**config.mk**
```make
export PLATFORM = sky130hd
export DESIGN_NAME = timer_ctrl
export DESIGN_NICKNAME = d
export VERILOG_FILES = /design/src/rtl/timer_ctrl.sv
export SDC_FILE = /design/constraint.sdc
export NUM_CORES = 1
export LEC_CHECK = 0
export ABC_AREA = 1
export ABC_CLOCK_PERIOD_IN_PS = 2780
export CORE_AREA = 2 2 90 92
export CTS_CLUSTER_DIAMETER = 30
export DETAILED_ROUTE_END_ITERATION = 12
export DIE_AREA = 0 0 92 94
export PLACE_DENSITY = 0.84
export RECOVER_POWER = 100
export REMOVE_ABC_BUFFERS = 1
export SLEW_MARGIN = 20
export SYNTH_ARGS = -nofsm -noshare
export SYNTH_HDL_FRONTEND = slang
export SYNTH_SLANG_ARGS = --single-unit
```
**constraint.sdc**
```tcl
create_clock -name clk -period 2.78 [get_ports clk]
set_input_delay 0.417 -clock clk [delete_from_list [all_inputs] [get_ports clk]]
set_output_delay 0.417 -clock clk [all_outputs]
set_load 0.01 [all_outputs]
```
**src/rtl/timer_ctrl.sv**
```systemverilog
// Countdown kitchen-style timer controller.
// Holds a user setpoint (edited in 10 s steps), counts it down once per
// prescaled second, raises an alarm for a fixed number of seconds at zero,
// and drives a registered BCD mm:ss display plus state/status flags.
module timer_ctrl #(
  parameter int TICK_DIV   = 12000000,
  parameter int ALARM_SECS = 5
) (
  input  logic       clk,
  input  logic       rst_n,
  input  logic       start_p,
  input  logic       set_p,
  input  logic       inc_p,
  output logic [7:0] min_bcd,
  output logic [7:0] sec_bcd,
  output logic [2:0] mode,
  output logic       running,
  output logic       alarm
);

  localparam int PW = (TICK_DIV > 2) ? $clog2(TICK_DIV) : 1;
  localparam int AW = (ALARM_SECS > 1) ? $clog2(ALARM_SECS) : 1;
  localparam logic [PW-1:0] PRESC_MAX  = PW'(TICK_DIV - 1);
  localparam logic [AW-1:0] ALARM_LAST = AW'(ALARM_SECS - 1);

  typedef enum logic [2:0] {
    ST_IDLE  = 3'd0,
    ST_SET   = 3'd1,
    ST_RUN   = 3'd2,
    ST_PAUSE = 3'd3,
    ST_DONE  = 3'd4
  } state_t;

  // Two-digit BCD decrement; 00 wraps to 59 (seconds borrow).
  function automatic logic [7:0] bcd_dec(input logic [7:0] v);
    logic [7:0] r;
    if (v == 8'h00) begin
      r = 8'h59;
    end else if (v[3:0] == 4'd0) begin
      r = {v[7:4] - 4'd1, 4'd9};
    end else begin
      r = {v[7:4], v[3:0] - 4'd1};
    end
    return r;
  endfunction

  // Two-digit BCD minute increment; 59 wraps to 00.
  function automatic logic [7:0] bcd_inc_min(input logic [7:0] v);
    logic [7:0] r;
    if (v == 8'h59) begin
      r = 8'h00;
    end else if (v[3:0] == 4'd9) begin
      r = {v[7:4] + 4'd1, 4'd0};
    end else begin
      r = {v[7:4], v[3:0] + 4'd1};
    end
    return r;
  endfunction

  // Setpoint +10 s: seconds ones digit is always zero here, so only
  // the tens digit moves; x:50 carries into the minutes.
  function automatic logic [15:0] setpt_add10(input logic [7:0] mn, input logic [7:0] sc);
    logic [15:0] r;
    if (sc[7:4] >= 4'd5) begin
      r = {bcd_inc_min(mn), 8'h00};
    end else begin
      r = {mn, sc[7:4] + 4'd1, 4'd0};
    end
    return r;
  endfunction

  state_t        state_r, state_s;
  logic [7:0]    set_min_r, set_sec_r, set_min_s, set_sec_s;
  logic [7:0]    cnt_min_r, cnt_sec_r, cnt_min_s, cnt_sec_s;
  logic [PW-1:0] presc_r, presc_s, presc_adv_s;
  logic [AW-1:0] alarm_cnt_r, alarm_cnt_s;
  logic [7:0]    dec_min_s, dec_sec_s, disp_min_s, disp_sec_s;
  logic          tick_s, setpt_zero_s, dec_zero_s;

  // Shared helpers: tick detect, prescaler advance, one-second count decrement.
  always_comb begin
    tick_s       = (presc_r == PRESC_MAX);
    presc_adv_s  = tick_s ? {PW{1'b0}} : presc_r + PW'(1);
    setpt_zero_s = (set_min_r == 8'h00) && (set_sec_r == 8'h00);
    dec_sec_s    = bcd_dec(cnt_sec_r);
    dec_min_s    = (cnt_sec_r == 8'h00) ? bcd_dec(cnt_min_r) : cnt_min_r;
    dec_zero_s   = (dec_min_s == 8'h00) && (dec_sec_s == 8'h00);
  end

  // Next-state and datapath update; pulse priority is set > start > inc.
  always_comb begin
    state_s     = state_r;
    set_min_s   = set_min_r;
    set_sec_s   = set_sec_r;
    cnt_min_s   = cnt_min_r;
    cnt_sec_s   = cnt_sec_r;
    presc_s     = presc_r;
    alarm_cnt_s = alarm_cnt_r;
    case (state_r)
      ST_IDLE, ST_SET: begin
        presc_s = {PW{1'b0}};
        if (set_p) begin
          state_s = (state_r == ST_IDLE) ? ST_SET : ST_IDLE;
        end else if (start_p) begin
          if (!setpt_zero_s) begin
            state_s   = ST_RUN;
            cnt_min_s = set_min_r;
            cnt_sec_s = set_sec_r;
          end else begin
            state_s = state_r;
          end
        end else if (inc_p && (state_r == ST_SET)) begin
          {set_min_s, set_sec_s} = setpt_add10(set_min_r, set_sec_r);
        end else begin
          state_s = state_r;
        end
      end
      ST_RUN: begin
        if (set_p) begin
          state_s = ST_IDLE;
          presc_s = {PW{1'b0}};
        end else if (start_p) begin
          // Pausing wins over a coincident tick: prescaler and count hold.
          state_s = ST_PAUSE;
        end else begin
          presc_s = presc_adv_s;
          if (tick_s) begin
            cnt_min_s = dec_min_s;
            cnt_sec_s = dec_sec_s;
            if (dec_zero_s) begin
              state_s     = ST_DONE;
              alarm_cnt_s = {AW{1'b0}};
            end else begin
              state_s = ST_RUN;
            end
          end else begin
            state_s = ST_RUN;
          end
        end
      end
      ST_PAUSE: begin
        if (set_p) begin
          state_s = ST_IDLE;
          presc_s = {PW{1'b0}};
        end else if (start_p) begin
          state_s = ST_RUN;
        end else begin
          state_s = ST_PAUSE;
        end
      end
      ST_DONE: begin
        cnt_min_s = 8'h00;
        cnt_sec_s = 8'h00;
        if (set_p || start_p || inc_p) begin
          state_s = ST_IDLE;
          presc_s = {PW{1'b0}};
        end else begin
          presc_s = presc_adv_s;
          if (tick_s) begin
            if (alarm_cnt_r == ALARM_LAST) begin
              state_s     = ST_IDLE;
              alarm_cnt_s = {AW{1'b0}};
            end else begin
              alarm_cnt_s = alarm_cnt_r + AW'(1);
            end
          end else begin
            alarm_cnt_s = alarm_cnt_r;
          end
        end
      end
      default: begin
        state_s = ST_IDLE;
        presc_s = {PW{1'b0}};
      end
    endcase
  end

  // Display source follows the state being entered.
  always_comb begin
    if ((state_s == ST_IDLE) || (state_s == ST_SET)) begin
      disp_min_s = set_min_s;
      disp_sec_s = set_sec_s;
    end else begin
      disp_min_s = cnt_min_s;
      disp_sec_s = cnt_sec_s;
    end
  end

  // State, datapath and registered outputs with synchronous reset.
  always_ff @(posedge clk) begin
    if (!rst_n) begin
      state_r     <= ST_IDLE;
      set_min_r   <= 8'h00;
      set_sec_r   <= 8'h00;
      cnt_min_r   <= 8'h00;
      cnt_sec_r   <= 8'h00;
      presc_r     <= {PW{1'b0}};
      alarm_cnt_r <= {AW{1'b0}};
      min_bcd     <= 8'h00;
      sec_bcd     <= 8'h00;
      mode        <= 3'd0;
      running     <= 1'b0;
      alarm       <= 1'b0;
    end else begin
      state_r     <= state_s;
      set_min_r   <= set_min_s;
      set_sec_r   <= set_sec_s;
      cnt_min_r   <= cnt_min_s;
      cnt_sec_r   <= cnt_sec_s;
      presc_r     <= presc_s;
      alarm_cnt_r <= alarm_cnt_s;
      min_bcd     <= disp_min_s;
      sec_bcd     <= disp_sec_s;
      mode        <= state_s;
      running     <= (state_s == ST_RUN);
      alarm       <= (state_s == ST_DONE);
    end
  end

endmodule

```
* Word level (Yosys, flattened, before mapping)
Index checks and enable logic that the tools add are counted.
Storage, ports and cells: register bits 80, bits of input ports 5
Operators by class: add/subtract/negate cells 9, magnitude comparators 1, equal/unequal tests 19, muxes and demuxes 60, reductions and logical operators 20
Operators by type and width (number):
- two-way mux 8 bit | 29
- two-way mux 24 bit | 5
- one-hot mux 24 bit (3 select lines) | 1
- two-way mux 3 bit | 17
- logical NOT 8 bit | 6
- one-hot mux 8 bit (3 select lines) | 2
- adder 24 x 1 -> 24 bit (second input constant) | 1
- equality test 24 bit (second input constant) | 1
- two-way mux 16 bit | 1
- subtractor 4 x 1 -> 4 bit (second input constant) | 4
- inequality test 2 bit (second input constant) | 7
- adder 4 x 1 -> 4 bit (second input constant) | 3
- one-hot mux 3 bit (4 select lines) | 1
- equality test 3 x 2 -> 1 bit (second input constant) | 3
- equality test 3 bit (second input constant) | 3
- equality test 8 x 7 -> 1 bit (second input constant) | 1
- logical NOT 4 bit | 2
- AND reduction 7 bit | 1
- equality test 3 x 1 -> 1 bit (second input constant) | 2
- logical NOT 3 bit | 2
- one-hot mux 3 bit (2 select lines) | 1
- equality test 4 bit (second input constant) | 1
- greater-or-equal comparator 4 x 3 -> 1 bit (second input constant) | 1
- adder 3 x 1 -> 3 bit (second input constant) | 1
- 8 further kinds | 13

* Depth between registers and ports, before layout
Gate-level depths: netlist of run 1.
word-level depth 14, gate-level depth with buffers 17

* Worst setup path after synthesis of run 1
Ideal clock, no wire load.
kind reg-to-reg, start register cnt_min_r[0], end register min_bcd[2], arrival 1.970 ns, required time 2.667 ns, setup slack 0.697 ns, stages on the path, launching flop included 17, path buffers 1, cells stage by stage dfxtp_1 -> inv_1 -> ha_1 -> nand2_1 -> nor2_1 -> nand3_1 -> nand2_1 -> nand2_1 -> inv_1 -> nand3_1 -> nor2_2 -> nand2_2 -> a21oi_4 -> buf_4 -> nand3_1 -> nand2_1 -> nor2_1
Between the ends: longest elaborated chain between the ends 14
RTL lines:
- start, declared | RTL line 74 | logic [7:0] cnt_min_r, cnt_sec_r, cnt_min_s, cnt_sec_s;
- start signal, assigned | RTL line 208 | cnt_min_r <= cnt_min_s;
- subtractor 4 x 1 -> 4 bit or logical NOT 4 bit (tied branches) | RTL line 42, 39
- two-way mux 8 bit | RTL line 39 | end else if (v[3:0] == 4'd0) begin
- two-way mux 8 bit | RTL line 37 | if (v == 8'h00) begin
- two-way mux 8 bit (*) | RTL line 86 | dec_min_s = (cnt_sec_r == 8'h00) ? bcd_dec(cnt_min_r) : cnt_min_r;
- logical NOT 8 bit | RTL line 87 | dec_zero_s = (dec_min_s == 8'h00) && (dec_sec_s == 8'h00);
- logical AND 1 bit | RTL line 87
- two-way mux 3 bit | RTL line 130 | if (dec_zero_s) begin
- two-way mux 3 bit | RTL line 127 | if (tick_s) begin
- two-way mux 3 bit | RTL line 122 | end else if (start_p) begin
- two-way mux 3 bit | RTL line 119 | if (set_p) begin
- one-hot mux 3 bit (4 select lines) | RTL line 99 | case (state_r)
- equality test 3 x 1 -> 1 bit or logical NOT 3 bit (tied branches) | RTL line 180 | if ((state_s == ST_IDLE) || (state_s == ST_SET)) begin
- logical OR 1 bit | RTL line 180
- two-way mux 8 bit (*) | RTL line 180
- end signal, assigned | RTL line 212 | min_bcd <= disp_min_s;
- end, declared | RTL line 14 | output logic [7:0] min_bcd,
Every way passes the cells marked *; elsewhere a longest branch is shown, timed or not. A chain may end at the register's enable or synchronous reset.

* Worst setup path in the final report of run 1
start register cnt_min_r[0], end register sec_bcd[5]
Between the ends: longest elaborated chain between the ends 14
RTL lines:
- subtractor 4 x 1 -> 4 bit or logical NOT 4 bit (tied branches) | RTL line 42, 39
- two-way mux 8 bit | RTL line 39
- two-way mux 8 bit | RTL line 37
- two-way mux 8 bit (*) | RTL line 86
- logical NOT 8 bit (*) | RTL line 87
- logical AND 1 bit (*) | RTL line 87
- two-way mux 3 bit (*) | RTL line 130
- two-way mux 3 bit (*) | RTL line 127
- two-way mux 3 bit (*) | RTL line 122
- two-way mux 3 bit (*) | RTL line 119
- one-hot mux 3 bit (4 select lines) (*) | RTL line 99
- equality test 3 x 1 -> 1 bit or logical NOT 3 bit (tied branches) | RTL line 180
- logical OR 1 bit (*) | RTL line 180
- two-way mux 8 bit (*) | RTL line 180
- end signal, assigned | RTL line 213 | sec_bcd <= disp_sec_s;
- end, declared | RTL line 15 | output logic [7:0] sec_bcd,
Marked as above.

==> out/metrics.yaml, run 1 <==
max_stage_delay_ns: 0.34
cts_buffer_depth: 2
drt_iter0_markers: 256
wirelength_mm: 11.34
drc: 0
wl_per_cell_um: 13.83
die_w_um: 92
r2r-start: "cnt_min_r[0]"
synth_edf_count: 0
fin_tns_setup_ns: 0
ir_drop_mv: 0.2331
crit_path_start_kind: "flip-flop"
cts-buffers-inserted: 9
critPathKind: "flip-flop to flip-flop"
synth-warning-count: 0
drive_above_1_share_pct: 5.989
critPathMaxFanout: 16
area_growth_pct: 13.09
rows: 32
final_nets: 735
worst-path-stages: 16
cts_tree: "done"
initial_core_util_pct: 59.54
synth.avg_cell_area_um2: 6.612
leakagePower_nw: 2.418
die_height_um: 94
async_reset_ff_share_pct: 0
ys_seq_area_share_pct: 35.36
yosys.area.top_type: "dfxtp_1"
vias_per_cell: 5.521
cts_sinks: 80
nFillCells: 662
io_buffer_count: 25
dp_cells: 804
critPathLaunch: "cnt_min_r[0]"
critPathBufInv: 3
synth-seq-cells: 80
gp_congestion: 0.9224
skew_ns: 0.006515
cp-end-kind: "flip-flop"
p_per_area_mw_per_mm2: 446.1
fin_hold_ws_ns: 0.4872
synth_most_common_cell: "nand2_1"
grt_setup_unrepaired: "no"
ys_types: 45
max_freq_mhz: 397.6
drv_cap: 0
grt_max_degree: 43
setup_viol: 0
synth_common_cells: "nand2_1 (148), nor2_1 (122), inv_1 (85), dfxtp_1 (80), nand3_1 (54)"
gr-total-overflow: 0
antenna_cells: 0
h-tree-depth: 3
path_cells: "inv_1 > ha_1 > nand2_1 > nor2_1 > nand3_1 > nand2_1 > nand2_1 > inv_1 > nand3_1 > nor2_2 > nand2_2 > a21oi_4 > buf_4 > nand3_1 > nand2_1 > nor2_1"
finalHoldViolCount: 0
syn-cell-area_mm2: 0.004529
firstDrtPassIters: 5
worstHoldPathType: "flip-flop to flip-flop"
worst-slew-pin-transition_ns: 0.5185
grt.total_usage_pct: 27.56
r2r_end: "sec_bcd[5]"
clk_pin_slew_ns: 0.08
synth_ff_type: "dfxtp_1"
final_cells: 820
grt_pass1_vias: 4183
core_area_mm2: 0.007607
required_ns: 3.03
clock-root-buffer: "clkbuf_8"
r2r_cells: 16
fin_crit_ns: 2.515
cp.arrival_ns: 2.76
num_vias: 4527
critPathSlowestCell: "dfxtp_1"
synth_top_area_share_pct: 35.36
crit_end: "sec_bcd[5]"
slew_viol_final: 0
outcome: "finished, final reports clean"
pin_count: 26
worst_path_most_repeated_cell: "nand2_1"
dpl.hpwl_mm: 8.209
cp_top_family: "simple AND/OR/NAND/NOR gates"
grt_pass1_wl_mm: 19.19
antenna_left: 0
slew_headroom_pct: 65.17
rrSetupSlack_ns: 0.26
clk_latency_ns: 0.35
netlist_instances: 685
antenna_found_initial: 0
min_path_cells: 2
synth.area.top_cells: "dfxtp_1 (35%), nand2_1 (12%), nor2_1 (10%)"
final.period_utilization_pct: 90.48
dieArea_mm2: 0.008648
[worst min-delay path by stage]
stage / from / end / slack (ns)
CTS: set_sec_r[2] / set_sec_r[2] / 0.48
global route: presc_r[20] / presc_r[20] / 0.52
floorplan: presc_r[20] / presc_r[20] / 0.45
finish: alarm_cnt_r[1] / alarm_cnt_r[1] / 0.49
detailed placement: set_sec_r[2] / set_sec_r[2] / 0.47
global placement: presc_r[23] / presc_r[23] / 0.47
[tightest hold or removal path, delay by kind of cell (launching register included)]
family | cells | cell delay (ns)
compound gates | 1 | 0.05
flops | 1 | 0.33
simple gates | 1 | 0.06
[state kept, by name, indices dropped and copies added (netlist names)]
register / flops
alarm: 1
alarm_cnt_r: 3
cnt_min_r: 8
cnt_sec_r: 8
min_bcd: 8
presc_r: 24
running: 1
sec_bcd: 8
set_min_r: 8
set_sec_r: 8
state_r: 3
[cell type report]
cell class	instances	area [um^2]	share of cell area, %
inverters	91	341.6	6.668
well taps	102	127.6	2.491
multi-input cells	498	2500	48.80
clock inverters	3	90.09	1.759
repair buffers	34	316.6	6.180
clock buffers	12	145.1	2.833
flip-flops and latches	80	1602	31.27
[layer usage]
metal / vias up / global-route usage, % / routed length [um]
li1: 2281 / - / -
met1: 2065 / 34.32 / 4929
met2: 156 / 48.53 / 5556
met3: 25 / 3.210 / 594
met4: 0 / 11.32 / 261
met5: - / 0 / 0
[cell families (layout without fill, tap and decap cells)]
| kind of cell | count (synthesis) | after routing | synth area share (%) |
|---|---|---|---|
| AND/OR/NAND/NOR | 380 | 380 | 36.44 |
| flip-flops | 80 | 80 | 35.36 |
| buffers and inverters | 107 | 140 | 9.503 |
| XOR/XNOR | 6 | 6 | 1.160 |
| adder cells (fa/ha/maj) | 16 | 16 | 4.420 |
| AO/OA/AOI/OAI | 96 | 96 | 13.12 |
[power by group]
| group | internal [W] | switching, W |
|---|---|---|
| sequential | 0.00115 | 0.00000618 |
| combinational | 0.0000368 | 0.0000685 |
| clock | 0.000617 | 0.000403 |
[per-stage QoR]
| stage | utilization, % | power (W) | area, um^2 | setup WS, ns |
|---|---|---|---|---|
| detailed placement | 64.13 | 0.001292 | 4878 | 0.1423 |
| finish | 67.34 | 0.002285 | 5122 | 0.2647 |
| global route | 67.34 | 0.002354 | 5122 | 0.01974 |
| CTS | 67.22 | 0.002294 | 5114 | 0.2039 |
| global placement | 64.13 | 0.001289 | 4878 | 0.1880 |
| floorplan | - | 0.001240 | 4441 | 0.7183 |
[timing repair]
action,4_1_cts,5_1_grt
buffers inserted,0,1
gates resized for setup,0,1
setup endpoints to repair,0,11
hold buffers,0,0
[layout by cell type (no fill, tap or decap), types with 14 or more instances in the layout]
master,synthesis,routed
o21ai_0,26,26
dlygate4sd3_1,0,22
nand2_1,148,147
dfxtp_1,80,80
nand3_1,54,54
ha_1,16,16
nor2_1,122,122
nand4_1,14,14
a21oi_1,31,31
inv_1,85,85
nor3_1,17,17
No activity file was read; power rests on OpenSTA's default activity.
==> run 2: changes to the inputs <==
Settings changed: CORE_AREA 2 2 90 92 to 2 2 98 100, DIE_AREA 0 0 92 94 to 0 0 100 102, PLACE_DENSITY 0.84 to 0.73.
==> out/metrics.yaml, run 2 (synthesis results as in run 1) <==
antenna_left: 0  # unchanged
io_buffer_count: 25  # unchanged
cts_sinks: 80  # unchanged
critPathKind: "flip-flop to flip-flop"
max_stage_delay_ns: 0.40  # +0.06 ns
leakagePower_nw: 2.423  # +0.20%
finalHoldViolCount: 0  # unchanged
critPathSlowestCell: "dfxtp_1"
skew_ns: 0.01123  # +0.004715 ns
core_area_mm2: 0.009109  # +20%
power_frac_clock_pct: 43.3  # -1.3 points
combPwrFrac_pct: 4.8  # +0.2 points
gp_congestion: 0.9110  # -1.2%
dpl.hpwl_mm: 8.175  # -0.41%
cts_hold_buf: 0  # unchanged
p_per_area_mw_per_mm2: 434.1  # -2.7%
grt_pass1_wl_mm: 19.24  # +0.26%
cts_resized: 0  # unchanged
outcome: "finished, final reports clean"
grt_setup_unrepaired: "no"
firstDrtPassIters: 5  # unchanged
clk_pin_slew_ns: 0.09  # about the same
die_height_um: 102  # +8.5%
area_growth_pct: 13.56
max_freq_mhz: 407.5  # +2.5%
fin_crit_ns: 2.454  # -0.06148 ns
final_cell_mix: "nand2_1 (150), nor2_1 (123), inv_1 (85)"
antenna_cells: 0  # unchanged
cp-end-kind: "flip-flop"
final_common_cell: "nand2_1"
worstHoldPathType: "flip-flop to flip-flop"
required_ns: 3.07  # +0.04 ns
drv_cap: 0  # unchanged
dieArea_mm2: 0.01020  # +18%
p_int_w: 0.001721  # -4.8%
cts-buffers-inserted: 9  # unchanged
die_w_um: 100  # +8.7%
critPathMaxFanout: 8  # -8
cts_buffer_depth: 2  # unchanged
design_area_mm2: 0.005144  # +0.42%
setup_viol: 0  # unchanged
fin_tns_setup_ns: 0  # unchanged
pin_count: 26  # unchanged
wl_per_cell_um: 13.56  # -2.0%
power.switching_w: 0.0005115  # +7.1%
wirelength_mm: 11.29  # -0.41%
path_cells: "ha_1 > nand2_1 > inv_1 > nand2_1 > nor2_1 > nand3_1 > clkbuf_1 > nor2_1 > clkbuf_1 > nand4_1 > nand3_1 > nor2_1 > nor2_1"
grt_pass1_vias: 4238  # +1.3%
num_vias: 4530  # +0.066%
finalPower_w: 0.002233  # -2.3%
grt.total_usage_pct: 23.46  # -4.1 points
vias_per_cell: 5.438  # -1.5%
h-tree-depth: 3  # unchanged
initial_core_util_pct: 49.73  # -9.8 points
seqPwrFrac_pct: 51.9  # +1.1 points
switching_share_pct: 22.91  # +2.0 points
postCtsSetupBuffers: 0  # unchanged
rows: 35  # +9.4%
cp.arrival_ns: 2.74  # -0.02 ns
slew_headroom_pct: 64.83  # -0.33 points
worst-slew-pin-transition_ns: 0.5235  # +0.004938 ns
grt_max_degree: 43  # unchanged
slew_viol_final: 0  # unchanged
worst_path_most_repeated_cell: "nor2_1"
ir_drop_mv: 0.2575  # +10%
clock-root-buffer: "clkbuf_8"
placed_cell_area_mm2: 0.004945  # +1.4%
drive_above_1_share_pct: 5.956  # -0.033 points
clk_latency_ns: 0.35  # about the same
cts_tree: "done"
drc: 0  # unchanged
drt_iter0_markers: 289  # +13%
largest_register_ffs: 24  # unchanged
final_nets: 738  # +0.41%
antenna_found_initial: 0  # unchanged
gr-total-overflow: 0  # unchanged
regMostFlops: "presc_r"
final.period_utilization_pct: 88.27  # -2.2 points
crit_path_start_kind: "flip-flop"
run 2: changes by cell type in the layout (fill, tap and decap cells not counted), sizes merged:
cell and delta:
clkbuf -1, bufinv -1, clkinv +1, clkinvlp +2
buf +3
run 2: final timing paths:
kind,from,to,slack [ns],depth (start not counted)
max,presc_r[0],sec_bcd[2],0.33,13
min,alarm_cnt_r[1],alarm_cnt_r[1],0.49,2
max reg2reg,presc_r[0],sec_bcd[2],0.33,13
min reg2reg,alarm_cnt_r[1],alarm_cnt_r[1],0.49,2
run 2: power by group through the flow:
stage | clock network (W) | registers (W) | logic [W]
finish | 0.000966 | 0.00116 | 0.000107
global route | 0.00103 | 0.00116 | 0.000118
CTS | 0.000979 | 0.00116 | 0.000110
detailed placement | 0 | 0.00119 | 0.000109
global placement | 0 | 0.00119 | 0.000108
floorplan | 0 | 0.00119 | 0.0000497
run 2: area by class of cell:
| cell class | count | area [um^2] |
|---|---|---|
| clock inverters | 5 | 80.08 |
| well taps | 111 | 138.9 |
| clock buffers | 11 | 141.4 |
| inverters | 91 | 341.6 |
| flip-flops and latches | 80 | 1602 |
| multi-input cells | 498 | 2490 |
| fillers | 886 | 3965 |
| repair buffers | 37 | 350.3 |
run 2: metrics by stage:
stage	hold WS [ns]	worst slack (ns)	std cells	utilization, %
6_report	0.4909	0.3262	833	56.47
3_5_place_dp	0.4728	0.2246	817	54.29
4_1_cts	0.4886	0.4033	833	56.72
5_1_grt	0.5061	0.04670	833	56.47
3_3_place_gp	0.4695	0.3368	817	54.29
2_1_floorplan	0.4493	0.7183	669	-
run 2: worst max-delay path: cells and delay by family, from the launching register on:
| kind | cells | cell delay [ns] |
|---|---|---|
| flops | 1 | 0.40 |
| fa+ha+maj | 1 | 0.19 |
| buf+inv | 3 | 0.61 |
| simple gates | 9 | 1.18 |
run 2: layer usage:
metal / vias up / global-route usage (%) / share of wire (%)
met4: 0 / 8.957 / 2.1
met2: 123 / 40.59 / 49
met1: 2091 / 29.12 / 44
met5: - / 0 / 0
li1: 2292 / - / -
met3: 24 / 4.514 / 5.3
==> run 3: changes to the inputs <==
Settings changed: CELL_PAD_IN_SITES_DETAIL_PLACEMENT set to 1, CELL_PAD_IN_SITES_GLOBAL_PLACEMENT set to 2, CORE_AREA 2 2 98 100 to 2 2 121 123, DIE_AREA 0 0 100 102 to 0 0 123 125, PLACE_DENSITY 0.73 to 0.82.
==> out/metrics.yaml, run 3 (synthesis results as in run 1) <==
h-tree-depth: 3  # unchanged
cts-buffers-inserted: 9  # unchanged
critPathMaxFanout: 6  # -2
pre_cts_ws_ns: -0.0009062  # -0.2256 ns
gr-total-overflow: 0  # unchanged
setup_viol: 0  # unchanged
antenna_found_initial: 0  # unchanged
pin_count: 26  # unchanged
clock-root-buffer: "clkbuf_16"
cts_sinks: 80  # unchanged
grt_max_degree: 28  # -35%
grt_pass1_wl_mm: 23.63  # +23%
slew_viol_final: 0  # unchanged
drv_cap: 0  # unchanged
wirelength_mm: 13.91  # +23%
cp.arrival_ns: 2.76  # +0.02 ns
worst-slew-pin-transition_ns: 0.5818  # +0.05831 ns
worstHoldPathType: "flip-flop to flip-flop"
die_height_um: 125  # +23%
die_w_um: 123  # +23%
skew_ns: 0.008030  # -0.003200 ns
design_area_mm2: 0.005360  # +4.2%
clk_pin_slew_ns: 0.06  # -0.03 ns
num_vias: 4567  # +0.82%
clk_latency_ns: 0.34  # about the same
grt_setup_unrepaired: "no"
initial_core_util_pct: 31.89  # -18 points
postCtsSetupBuffers: 0  # unchanged
switching_share_pct: 21.95  # -0.96 points
core_area_mm2: 0.01420  # +56%
fin_tns_setup_ns: 0  # unchanged
seqPwrFrac_pct: 46.8  # -5.1 points
critPathKind: "input pin to flip-flop"
placed_cell_area_mm2: 0.005074  # +2.6%
crit_path_start_kind: "input pin"
leakagePower_nw: 2.490  # +2.8%
power.switching_w: 0.0005448  # +6.5%
dieArea_mm2: 0.01538  # +51%
p_int_w: 0.001937  # +13%
ir_drop_mv: 0.2929  # +14%
max_freq_mhz: 400.9  # -1.6%
p_per_area_mw_per_mm2: 463.1  # +6.7%
required_ns: 3.04  # -0.03 ns
largest_register_ffs: 24  # unchanged
wl_per_cell_um: 15.26  # +13%
grt_pass1_vias: 4846  # +14%
nFillCells: 1816  # +100%
fin_ws_ns: 0.2855  # -0.04070 ns
regMostFlops: "presc_r"
final_cell_mix: "nand2_1 (149), nor2_1 (122), inv_1 (85)"
cts_hold_buf: 0  # unchanged
antenna_cells: 0  # unchanged
final.period_utilization_pct: 89.73  # +1.5 points
drt_iter0_markers: 175  # -39%
dpl.hpwl_mm: 10.54  # +29%
gp_congestion: 0.8150  # -11%
outcome: "finished, final reports clean"
vias_per_cell: 5.013  # -7.8%
final_nets: 743  # +0.68%
cts_resized: 0  # unchanged
area_growth_pct: 18.34
slew_headroom_pct: 60.92  # -3.9 points
cp-end-kind: "flip-flop"
drive_above_1_share_pct: 6.878  # +0.92 points
combPwrFrac_pct: 4.5  # -0.3 points
fin_crit_ns: 2.495  # +0.04070 ns
grt.total_usage_pct: 19.39  # -4.1 points
io_buffer_count: 25  # unchanged
rows: 44  # +26%
final_common_cell: "nand2_1"
power_frac_clock_pct: 48.7  # +5.4 points
cts_buffer_depth: 2  # unchanged
antenna_left: 0  # unchanged
finalHoldViolCount: 0  # unchanged
drc: 0  # unchanged
firstDrtPassIters: 4  # -1
cts_tree: "done"
run 3: changes by cell type in the layout (fill, tap and decap cells not counted), sizes merged:
| cell | delta |
|---|---|
| buf | +5 |
| clkbuf | +2 |
| bufinv | -1 |
| clkinvlp | -2 |
| clkinv | +1 |
run 3: layer usage:
layer	global-route usage (%)	wire, um
met5	0	0
met2	33.25	7001
met4	7.420	254
met3	2.372	208
met1	24.58	6440
run 3: power groups by stage:
stage | Sequential (W) | Clock [W] | Combinational (W)
after floorplan | 0.00119 | 0 | 0.0000497
after global placement | 0.00119 | 0 | 0.000115
after global routing | 0.00116 | 0.00129 | 0.000126
final | 0.00116 | 0.00121 | 0.000113
after detailed placement | 0.00119 | 0 | 0.000117
after CTS | 0.00116 | 0.00125 | 0.000118
run 3: cell type report:
cell class	count	area, um^2	share of cell area (%)
Clock inverter	3	40.04	0.7470
Timing Repair Buffer	42	391.6	7.306
Tap cell	184	230.2	4.295
Clock buffer	13	260.3	4.855
Sequential cell	80	1602	29.88
Inverter	91	341.6	6.373
Multi-Input combinational cell	498	2495	46.55
run 3: worst paths after layout:
check	slack, ns	endpoint	startpoint	cells after the start
worst max register to register	0.30	min_bcd[7]	cnt_sec_r[4]	17
worst min-delay path	0.48	alarm_cnt_r[1]	alarm_cnt_r[1]	2
worst max-delay path	0.29	presc_r[22]	start_p	12
worst min register to register	0.48	alarm_cnt_r[1]	alarm_cnt_r[1]	2
run 3: worst max-delay path, cell delays in order:
cell and delay, ns:
dlygate4sd3_1 0.58, inv_1 0.07, nor2_1 0.06, nand2_1 0.13, nand2_1 0.19, nor2_1 0.28, nand3_1 0.19, nor2_1 0.27
nand2_1 0.15, inv_1 0.12, nand4_1 0.08, a211oi_1 0.20
run 3: per-stage QoR:
stage / cells / power, W / util, % / hold slack, ns
final: 911 / 0.002482 / 37.74 / 0.4808
after global routing: 911 / 0.002583 / 37.74 / 0.5070
after CTS: 911 / 0.002525 / 37.83 / 0.4874
after detailed placement: 895 / 0.001305 / 35.72 / 0.4761
after global placement: 895 / 0.001303 / 35.72 / 0.4674
after floorplan: 669 / 0.001240 / - / 0.4493
